## src/rtl/pulse_extender.sv

```systemverilog
// Stretches each rising edge of entrada into a HOLD_CYCLES-wide pulse on saida,
// spaced by at least GAP_CYCLES low cycles, queueing overlapping events in a saturating counter.
module pulse_extender #(
  parameter int unsigned HOLD_CYCLES = 4,
  parameter int unsigned GAP_CYCLES  = 2,
  parameter int unsigned CNT_W       = 4
) (
  input  logic             clock,
  input  logic             reset,
  input  logic             resetPC,
  input  logic             entrada,
  output logic             saida,
  output logic             ocupado,
  output logic [CNT_W-1:0] pendentes,
  output logic             estouro
);

  localparam int unsigned MAXC = (HOLD_CYCLES > GAP_CYCLES) ? HOLD_CYCLES : GAP_CYCLES;
  localparam int unsigned TW   = (MAXC > 1) ? $clog2(MAXC) : 1;

  localparam logic [TW-1:0]    HOLD_LOAD = TW'(HOLD_CYCLES - 1);
  localparam logic [TW-1:0]    GAP_LOAD  = TW'(GAP_CYCLES - 1);
  localparam logic [CNT_W-1:0] PEND_MAX  = '1;

  typedef enum logic [1:0] {IDLE, HOLD, GAP} state_t;

  state_t           state, state_nxt;
  logic [TW-1:0]    timer, timer_nxt;
  logic [CNT_W-1:0] pend_nxt;
  logic             ovf_nxt;
  logic             prev;
  logic             evt, done, gap_end, inc, dec;

  always_ff @(posedge clock or negedge reset) begin
    if (!reset) begin
      state     <= IDLE;
      timer     <= '0;
      pendentes <= '0;
      estouro   <= 1'b0;
      saida     <= 1'b0;
      prev      <= 1'b0;
    end else if (resetPC) begin
      state     <= IDLE;
      timer     <= '0;
      pendentes <= '0;
      estouro   <= 1'b0;
      saida     <= 1'b0;
      prev      <= entrada;
    end else begin
      state     <= state_nxt;
      timer     <= timer_nxt;
      pendentes <= pend_nxt;
      estouro   <= ovf_nxt;
      saida     <= (state_nxt == HOLD);
      prev      <= entrada;
    end
  end

  // At GAP end a same-edge event either cancels the decrement or starts HOLD directly,
  // so pendentes is unchanged whenever an event lands on that edge.
  always_comb begin
    evt     = entrada & ~prev;
    done    = (timer == '0);
    gap_end = (state == GAP) && done;
    inc     = evt && ((state == HOLD) || ((state == GAP) && !done));
    dec     = gap_end && (pendentes != '0) && !evt;

    state_nxt = state;
    timer_nxt = timer;
    case (state)
      IDLE: begin
        if (evt) begin
          state_nxt = HOLD;
          timer_nxt = HOLD_LOAD;
        end
      end
      HOLD: begin
        if (done) begin
          state_nxt = GAP;
          timer_nxt = GAP_LOAD;
        end else begin
          timer_nxt = timer - TW'(1);
        end
      end
      GAP: begin
        if (done) begin
          if ((pendentes != '0) || evt) begin
            state_nxt = HOLD;
            timer_nxt = HOLD_LOAD;
          end else begin
            state_nxt = IDLE;
          end
        end else begin
          timer_nxt = timer - TW'(1);
        end
      end
      default: begin
        state_nxt = IDLE;
        timer_nxt = '0;
      end
    endcase

    pend_nxt = pendentes;
    ovf_nxt  = estouro;
    if (inc) begin
      if (pendentes == PEND_MAX) ovf_nxt  = 1'b1;
      else                       pend_nxt = pendentes + CNT_W'(1);
    end else if (dec) begin
      pend_nxt = pendentes - CNT_W'(1);
    end
  end

  always_comb begin
    ocupado = (state != IDLE);
  end

endmodule

```

## config.mk

```make
export PLATFORM = sky130hd
export DESIGN_NAME = pulse_extender
export DESIGN_NICKNAME = d
export VERILOG_FILES = /design/src/rtl/pulse_extender.sv
export SDC_FILE = /design/constraint.sdc
export NUM_CORES = 1
export LEC_CHECK = 0
export ABC_AREA = 1
export CORE_MARGIN = 2
export CORE_UTILIZATION = 51
export DETAILED_ROUTE_END_ITERATION = 8
export PLACE_DENSITY = 0.75
export SYNTH_ARGS = -nofsm -noshare
export SYNTH_HDL_FRONTEND = slang
export SYNTH_SLANG_ARGS = --single-unit
```

## constraint.sdc

```tcl
create_clock -name clock -period 2.36 [get_ports clock]
set_input_delay 0.472 -clock clock [delete_from_list [all_inputs] [get_ports clock]]
set_output_delay 0.472 -clock clock [all_outputs]
set_load 0.05 [all_outputs]
```

==> run_results.csv, run 1 <==
group,metric,value,unit
outcome,outcome,"finished clean",
die,start_util,55.98,%
synth,synthMostInstantiatedCell,"nand2_1",
worst_setup_path,r2r_cells,14,
placement,port_buffers,10,
synth,yosys.area.top_type,"dfrtp_1",
sta,skew,0.004885,ns
sta,fmax,0.4530,GHz
synth,synth_cells,88,
final_layout,register_area,275.3,µm²
final_layout,area_growth,19.21,%
die,core_area,0.001350,mm²
cts,cts_buffer_depth,2,
sta,fin_crit,2.207,ns
pwr,peakVddDrop,498.4,µV
global_routing,grt_usage,18.87,%
die,io_pins,11,
synth,yosys-top-cells-area,"dfrtp_1, nand2_1, ha_1",
pwr,p_leak,0.4547,nW
route,drtPass1Iterations,4,
sta,grt_setup_unrepaired,"no",
worst_setup_path,crit_type,"flop to primary output",
cts,cts-root-buf,"clkbuf_4",
final_layout,fin_util,66.73,%
route,detail-route-antenna-nets,0,
global_routing,antenna_found_initial,0,
cts,cts_resized,0,
sta,setup_viol_count_final,0,
die,die_y,42.50,µm
placement,gp_congestion,0.8210,
route,viasPerCell,5.205,
placement,dp_hpwl,1077,µm
synth,netlist_area,755.7,µm²
synth,synth_warnings,0,
synth,synthTopCellsByCount,"nand2_1, inv_1, dfrtp_1, o21ai_1, nor2_1",
synth,synth_cell_type_count,22,
cts,cts_htree_levels,1,
sta,hold_viol_final,0,
synth,yosys.area.top_type_share,36.42,%
flow_run,cap_violations,0,
route,drtIter0Drc,11,
route,drc,0,
worst_setup_path,crit_arrival,1.74,ns
sta,worstMarginPinSlew,0.5111,ns
final_layout,antenna_cells,0,
global_routing,overflow,0,
final_layout,multiInputGateArea,406.6,µm²
cts,ctsHoldBuffers,0,
global_routing,grt_max_degree,12,
hold_path,hp-class,"flop to flop",
worst_setup_path,required,1.89,ns
synth,syn_area_per_cell,8.588,µm²
route,routedWlPerCell,12.21,µm
cts,clkTransAtPathRegs,0.08,ns
worst_setup_path,endpoint_kind,"primary output",
cts,cts_tree,"built",
die,fp-row-count,13,
cts,cts-buffers-inserted,3,
sta,slew_viol_final,0,
sta,timing.setup.tns,0,ns
worst_setup_path,critical_path_peak_fanout,7,
sta,finalCritPeriodShare,93.53,%
cts,cts_sinks,11,
final_layout,n_fill_cell,113,
synth,seq_area_frac_synth,36.42,%
route,num_vias,609,
hold_path,hold-path-cell-count,2,
final_layout,nNetsFinal,112,
die,dieArea,0.001806,mm²
global_routing,grt_pass1_vias,600,
cts,clock_latency,0.27,ns
worst_setup_path,cp-start-kind,"flop",
final_layout,drive_gt1_share,18.63,%
synth,synth_fp_nets,97,
route,routed_wl,1429,µm
pwr,power_density,804.2,mW/mm²
sta,relSlewSlack,65.82,%
die,dieWidth,42.50,µm
synth,ys_seq_elements,11,
synth,synth_ff_type,"dfrtp_1",
global_routing,grt_pass1_wl,2573,µm
synth,async_flop_share,100.0,%
cts,cts_setup_buffers,0,
synth,synth_edf_count,0,
sequential cells by signal (all words and copies together), names as in the netlist:
signal     count
estouro        1
pendentes      4
prev           1
saida          1
state          2
timer          2
cells by family (layout without fill, tap and decap cells):
family | after synthesis | after routing | share of synthesized area [%]
flops | 11 | 11 | 36.42
compound gates | 15 | 15 | 11.26
xor+xnor | 1 | 1 | 1.159
simple gates | 40 | 40 | 32.12
buf+inv | 16 | 30 | 9.769
fa+ha+maj | 5 | 5 | 9.272
cells in the final DEF, fill, tap and decap left out, drive strengths merged:
master          n
nor2            8
fa              1
o311ai          1
o21ai           7
xor2            1
inv            15
ha              4
bufinv          1
clkdlybuf4s50  10
a21oi           5
o2111ai         1
nand3           8
clkbuf          4
a22oi           1
nand2          23
dfrtp          11
nand4           1
report_power, final:
group	internal (mW)	switching, mW
clock network	0.0655	0.0702
logic	0.120	0.213
registers	0.218	0.0377
worst max-delay path, cell delays in order, from the launching register on:
cell and delay [ns]:
dfrtp_1 0.47, nor2_1 0.10, inv_1 0.09, clkdlybuf4s50_1 0.80
per-layer routing:
metal	vias to the layer above	routed length [µm]	GRT usage, %
li1	314	-	-
met1	278	722	24.53
met2	13	635	29.85
met3	4	51	4.741
met4	0	19	7.500
met5	-	0	0
layout make-up:
class,instances,share of cell area [%]
Clock buffer,4,2.917
Multi-Input combinational cell,61,45.14
Inverter,16,8.194
Sequential cell,11,30.56
Timing Repair Buffer,10,11.11
Tap cell,15,2.083
stage by stage:
| step | std cells | worst slack, ns | instance area [µm²] | power [mW] | hold WS [ns] |
|---|---|---|---|---|---|
| 4_1_cts | 117 | 0.1566 | 900.9 | 0.7266 | 0.4951 |
| 3_3_place_gp | 113 | 0.2009 | 874.6 | 0.5839 | 0.4668 |
| 3_5_place_dp | 113 | 0.1583 | 874.6 | 0.5874 | 0.4747 |
| 5_1_grt | 117 | 0.07609 | 900.9 | 0.7778 | 0.5146 |
| 6_report | 117 | 0.1526 | 900.9 | 0.7245 | 0.4903 |
| 2_1_floorplan | 88 | 0.5251 | 755.7 | 0.4999 | 0.1764 |
final timing paths:
| kind | startpoint | to | slack, ns |
|---|---|---|---|
| min in group asynchronous | reset | pendentes[2]$_DFFE_PN0P_ | 0.53 |
| max in group asynchronous | reset | pendentes[1]$_DFFE_PN0P_ | 1.48 |
| setup / recovery | state[1]$_DFF_PN0_ | ocupado | 0.15 |
| hold / removal | estouro$_DFFE_PN0P_ | estouro$_DFFE_PN0P_ | 0.49 |
| setup reg to reg | timer[0]$_DFFE_PN0P_ | pendentes[3]$_DFFE_PN0P_ | 0.32 |
| hold reg to reg | estouro$_DFFE_PN0P_ | estouro$_DFFE_PN0P_ | 0.49 |
No activity file was read; power rests on OpenSTA's default activity.
==> inputs of run 2 (changes only) <==
--- a/config.mk
+++ b/config.mk
@@ -7,9 +7,10 @@
 export LEC_CHECK = 0
 export ABC_AREA = 1
 export CORE_MARGIN = 2
-export CORE_UTILIZATION = 51
+export CORE_UTILIZATION = 45
 export DETAILED_ROUTE_END_ITERATION = 8
-export PLACE_DENSITY = 0.75
+export PLACE_DENSITY = 0.67
+export SETUP_SLACK_MARGIN = 0.15
 export SYNTH_ARGS = -nofsm -noshare
 export SYNTH_HDL_FRONTEND = slang
 export SYNTH_SLANG_ARGS = --single-unit
==> run 2 against run 1 <==
  * Utilization is 8.3 points lower
  * Non-clock buffer count did not move
  * Final area is the same
  * Flip-flop and latch count unchanged
  * Setup slack better by 0.20 ns
  * Sequential share of layout area unchanged
  * Fmax is 9.7% higher
  * Total power fell by 1.2%
  * Critical path depth fell by 2
  * Via count grew 0.16%
  * Cell count rose by 0.85%
==> run_results.csv, run 2 (synthesis gave the netlist of run 1 again) <==
group,metric,value,unit
global_routing,grt_pass1_wl,2497,µm
cts,cts-buffers-inserted,3,
route,drc,0,
worst_setup_path,required,1.89,ns
worst_setup_path,endpoint_kind,"primary output",
route,detail-route-antenna-nets,0,
die,core_area,0.001541,mm²
die,fp-row-count,14,
sta,relSlewSlack,66.21,%
outcome,outcome,"finished clean",
final_layout,most-common-layout-cells,"nand2_1, inv_1, dfrtp_1, clkdlybuf4s50_1, o21ai_1",
worst_setup_path,path_delay_family,"buffers and inverters",
route,viasPerCell,5.169,
worst_setup_path,slowest_delay,0.83,ns
cts,cts_sinks,11,
final_layout,multiInputGateArea,406.6,µm²
worst_setup_path,cp_slowest_cell,"clkdlybuf4s50_1",
worst_setup_path,crit_type,"flop to primary output",
final_layout,nNetsFinal,112,
route,drtPass1Iterations,4,
flow_run,cap_violations,0,
sta,timing.setup.tns,0,ns
route,wl_met2,573,µm
worst_setup_path,cp_num_buf_inv,1,
final_layout,antenna_cells,0,
die,dieWidth,44.98,µm
sta,setup_viol_count_final,0,
hold_path,hp-class,"flop to flop",
final_layout,largest_reg_flops,4,
route,num_vias,610,
die,start_util,49.03,%
pwr,power_density,794.3,mW/mm²
route,met1_length,654,µm
pwr,peakVddDrop,465.3,µV
global_routing,grt_usage,17.17,%
die,io_pins,11,
sta,worstMarginPinSlew,0.5052,ns
sta,slew_viol_final,0,
global_routing,antenna_found_initial,0,
sta,finalCritPeriodShare,85.25,%
route,drtIter0Drc,19,
sta,fin_crit,2.012,ns
cts,cts_buffer_depth,2,
placement,port_buffers,10,
route,highest_layer,"met4",
worst_setup_path,regToRegSetupSlack,0.40,ns
final_layout,final_common_cell,"nand2_1",
worst_setup_path,cp_cell_sequence,"clkdlybuf4s50_1",
placement,gp_congestion,0.8625,
route,routed_wl,1333,µm
final_layout,regMostFlops,"pendentes",
die,die_y,44.98,µm
cts,cts_tree,"built",
worst_setup_path,cp-start-kind,"flop",
cts,cts-root-buf,"clkbuf_4",
die,dieArea,0.002023,mm²
sta,grt_setup_unrepaired,"no",
final_layout,drive_gt1_share,19.61,%
placement,dp.cells,114,
global_routing,grt_pass1_vias,593,
worst_setup_path,crit_arrival,1.54,ns
final_layout,fin_cells,118,
sta,fmax,0.4970,GHz
worst_setup_path,critical_path_peak_fanout,6,
global_routing,overflow,0,
final_layout,n_fill_cell,145,
route,routedWlPerCell,11.30,µm
cts,ctsHoldBuffers,0,
cts,clock_latency,0.27,ns
final_layout,reg.largest.list,"pendentes: 4 flops, state: 2 flops, timer: 2 flops",
final_layout,area_growth,19.21,%
cts,cts_htree_levels,1,
pwr,p_leak,0.4577,nW
global_routing,grt_max_degree,12,
placement,dp_hpwl,1060,µm
final_layout,register_area,275.3,µm²
sta,hold_viol_final,0,
cts,clkTransAtPathRegs,0.07,ns
sta,skew,0.001190,ns
route,wl_met3,83,µm
[run 2: changes by cell type in the layout (fill, tap and decap cells not counted), sizes merged]
cell and change:
dlygate4sd2 +1, clkdlybuf4s50 -1
[run 2: timing repair]
action	in CTS	in global routing
gates resized for setup	1	1
endpoints found under the setup margin	1	1
buffers inserted	0	0
hold endpoints to repair	0	0
[run 2: per-layer routing]
layer / up-vias / track usage [%]
li1: 311 / -
met2: 18 / 25.43
met1: 277 / 23.80
met4: 0 / 7.059
met3: 4 / 4.400
met5: - / 0
[run 2: path summary, 6_finish.rpt]
path,start,endpoint,cells past startpoint
worst max-delay path,pendentes[3]$_DFFE_PN0P_,pendentes[3],1
worst min-delay path,estouro$_DFFE_PN0P_,estouro$_DFFE_PN0P_,2
worst max register to register,timer[0]$_DFFE_PN0P_,pendentes[3]$_DFFE_PN0P_,14
worst min register to register,estouro$_DFFE_PN0P_,estouro$_DFFE_PN0P_,2
max in group asynchronous,reset,prev$_DFF_PN0_,1
min in group asynchronous,reset,estouro$_DFFE_PN0P_,1
[run 2: cell type report]
cell class                      instances  area share [%]
Tap cell                               16           2.222
Timing Repair Buffer                   10           10.97
Clock buffer                            4           2.917
Sequential cell                        11           30.56
Inverter                               16           8.194
Multi-Input combinational cell         61           45.14
[run 2: where the power goes]
part,internal [mW],switching [mW],leakage (nW),total [mW]
registers,0.218,0.0367,0.142,0.255
logic,0.119,0.211,0.301,0.330
clock network,0.0655,0.0653,0.0150,0.131
total,0.402,0.313,0.458,0.716
[run 2: tightest hold or removal path: cells and delay by family, from the launching register on]
kind / cells / cell delay, ns
and+or+nand+nor: 2 / 0.10
DFF: 1 / 0.34
[run 2: metrics by stage]
stage / cell area [µm²] / power [mW] / worst slack, ns / hold slack [ns] / util, %
2_1_floorplan: 755.7 / 0.4999 / 0.5251 / 0.1764 / -
3_3_place_gp: 875.8 / 0.5823 / 0.1985 / 0.4632 / 56.82
3_5_place_dp: 875.8 / 0.5897 / 0.1716 / 0.4662 / 56.82
4_1_cts: 900.9 / 0.7235 / 0.3353 / 0.4865 / 58.44
5_1_grt: 900.9 / 0.7790 / 0.1783 / 0.5253 / 58.44
6_report: 900.9 / 0.7156 / 0.3480 / 0.4776 / 58.44
==> inputs of run 3 (changes only) <==
--- a/config.mk
+++ b/config.mk
@@ -9,6 +9,7 @@
 export CORE_MARGIN = 2
 export CORE_UTILIZATION = 45
 export DETAILED_ROUTE_END_ITERATION = 8
+export HOLD_SLACK_MARGIN = 0.15
 export PLACE_DENSITY = 0.67
 export SETUP_SLACK_MARGIN = 0.15
 export SYNTH_ARGS = -nofsm -noshare
==> results of run 3 <==
The final DEF is identical to that of run 2; final timing and power are the same.
==> RTL edit (config.mk and constraints of run 3) <==
Set the parameter `CNT_W` to 3 (it was 4).
--- a/src/rtl/pulse_extender.sv
+++ b/src/rtl/pulse_extender.sv
@@ -3,7 +3,7 @@
 module pulse_extender #(
   parameter int unsigned HOLD_CYCLES = 4,
   parameter int unsigned GAP_CYCLES  = 2,
-  parameter int unsigned CNT_W       = 4
+  parameter int unsigned CNT_W       = 3
 ) (
   input  logic             clock,
   input  logic             reset,
Interface: changed (resized pendentes); port bits go from 11 to 10. No check against the original RTL was run, so the function may have changed too.
==> RTL edit against run 3 <==
  * Setup slack better by 0.022 ns
  * Sequential cell count is 1 lower
  * Synthesized area is 17% lower
  * Global-route usage is 0.51 points higher
  * Clock power is 23% higher
  * Cell area is 14% lower
  * Total power is 19% lower
  * Wire length is 14% lower
  * Critical endpoint is now pendentes[0]
==> RTL edit: results <==
[status]
status = "finished, final reports clean"

[logic_synthesis]
yosys.area_share.xor_xnor_pct = 0
yosysWarnings = 0
synth_compound_area_share_pct = 9.58
yosysUniqueCellTypes = 20
ys_top_cells_by_count = "14 x nand2_1, 11 x inv_1, 10 x dfrtp_1"
syn_nets = 80
synthAdderAreaFrac_pct = 7.19
ys_top_cells_by_area = "dfrtp_1 40%, nand2_1 8.4%, inv_1 6.6%"
ys_seq_area_share_pct = 39.9

[cells_and_area]
antennaDiodeCount = 0
layout.nets = 94
reg_top3 = "pendentes (3), state (2), timer (2)"
fillers = 135
fin_util_pct = 59.5
layout-drive-gt1-share_pct = 22.1

[grt]
grt_pass1_vias = 466
grt_first_pass_wirelength_mm = 1.86
antenna_found_initial = 0
grt_max_degree = 11
grt_usage_pct = 17.7

[timing]
skew_ns = 0.00328
relSlewSlack_pct = 66.2

[placement]
gp_congestion = 0.800
portBuffers = 9
placed_area_um2 = 736
place_hpwl_um = 906

[detailed_routing]
vias = 501
drtIter0Drc = 7
met3_length_um = 62
wl_per_cell_um = 11.3
wl_met1_um = 575
drt_pass1_iterations = 3
wl_met2_um = 483

[setup_path]
worstReg2RegEnd = "pendentes[2]"
slowest_stage = "clkdlybuf4s50_1"
cp_max_fo = 5
r2r_setup_slack_ns = 0.55
arrival_ns = 1.52
max_stage_delay_ns = 0.83
reg2reg_depth = 11

[hold_path]
hp-class = "reg2reg"
hold_end = "estouro"
hp-start = "estouro"

[clocking]
cts_buffer_depth = 2
cts_max_level = 1
numCtsBuffers = 3
clk_pin_slew_worst_paths_ns = 0.07

[power_and_ir_drop]
total_leakage_power_nw = 0.420
power.switching_mw = 0.225
ir_drop_v = 0.000487
==> RTL edit: changes by cell type in the layout (fill, tap and decap cells not counted), sizes merged, moves of 2 or more <==
cell / before / now
a21oi: 5 / 3
ha: 4 / 2
nand2: 23 / 19
nand3b: 0 / 2
nor2: 8 / 4
==> RTL edit: metrics by stage <==
step | hold WS, ns | instances | setup slack, ns
floorplan | 0.176 | 73 | 0.710
global placement | 0.475 | 97 | 0.409
detailed placement | 0.486 | 97 | 0.385
CTS | 0.502 | 101 | 0.152
global route | 0.508 | 101 | 0.308
finish | 0.494 | 101 | 0.370
==> RTL edit: power groups by stage <==
stage	Sequential, mW	Clock (mW)	Combinational, mW
final	0.213	0.161	0.208
after CTS	0.214	0.166	0.211
after global routing	0.217	0.175	0.233
after detailed placement	0.217	0	0.210
after floorplan	0.256	0	0.109
after global placement	0.216	0	0.205
==> RTL edit: layout make-up <==
cell class / instances / area share [%]
Inverter: 14 / 6.79
Multi-Input combinational cell: 49 / 41.8
Tap cell: 15 / 2.42
Sequential cell: 10 / 32.3
Clock buffer: 4 / 4.68
Timing Repair Buffer: 9 / 12.0
==> RTL edit: worst max-delay path by stage <==
| stage | startpoint | to | depth (start not counted) |
|---|---|---|---|
| after floorplan | timer[0] | pendentes[2] | 12 |
| after CTS | state[1] | ocupado | 3 |
| after global placement | entrada | pendentes[2] | 9 |
| final | pendentes[0] | pendentes[0] | 1 |
| after detailed placement | entrada | pendentes[2] | 9 |
| after global routing | pendentes[0] | pendentes[0] | 1 |
==> RTL edit: cell families (layout without fill, tap and decap cells) <==
family	Yosys count	count (layout)
compound gates	11	11
simple gates	35	35
fa+ha+maj	3	3
buf+inv	14	27
flops	10	10
==> RTL edit: what timing repair did <==
action                                  in CTS  in global routing
gates resized for setup                      0                  1
hold buffers                                 0                  0
endpoints found under the hold margin        0                  0
endpoints found under the setup margin       0                  1
setup buffers                                0                  0
==> RTL edit: per-layer routing <==
layer  track usage, %  vias up
met1             22.8      225
met2             26.2       10
met4             9.68        0
li1                 -      262
met5                0        -
met3             5.32        4
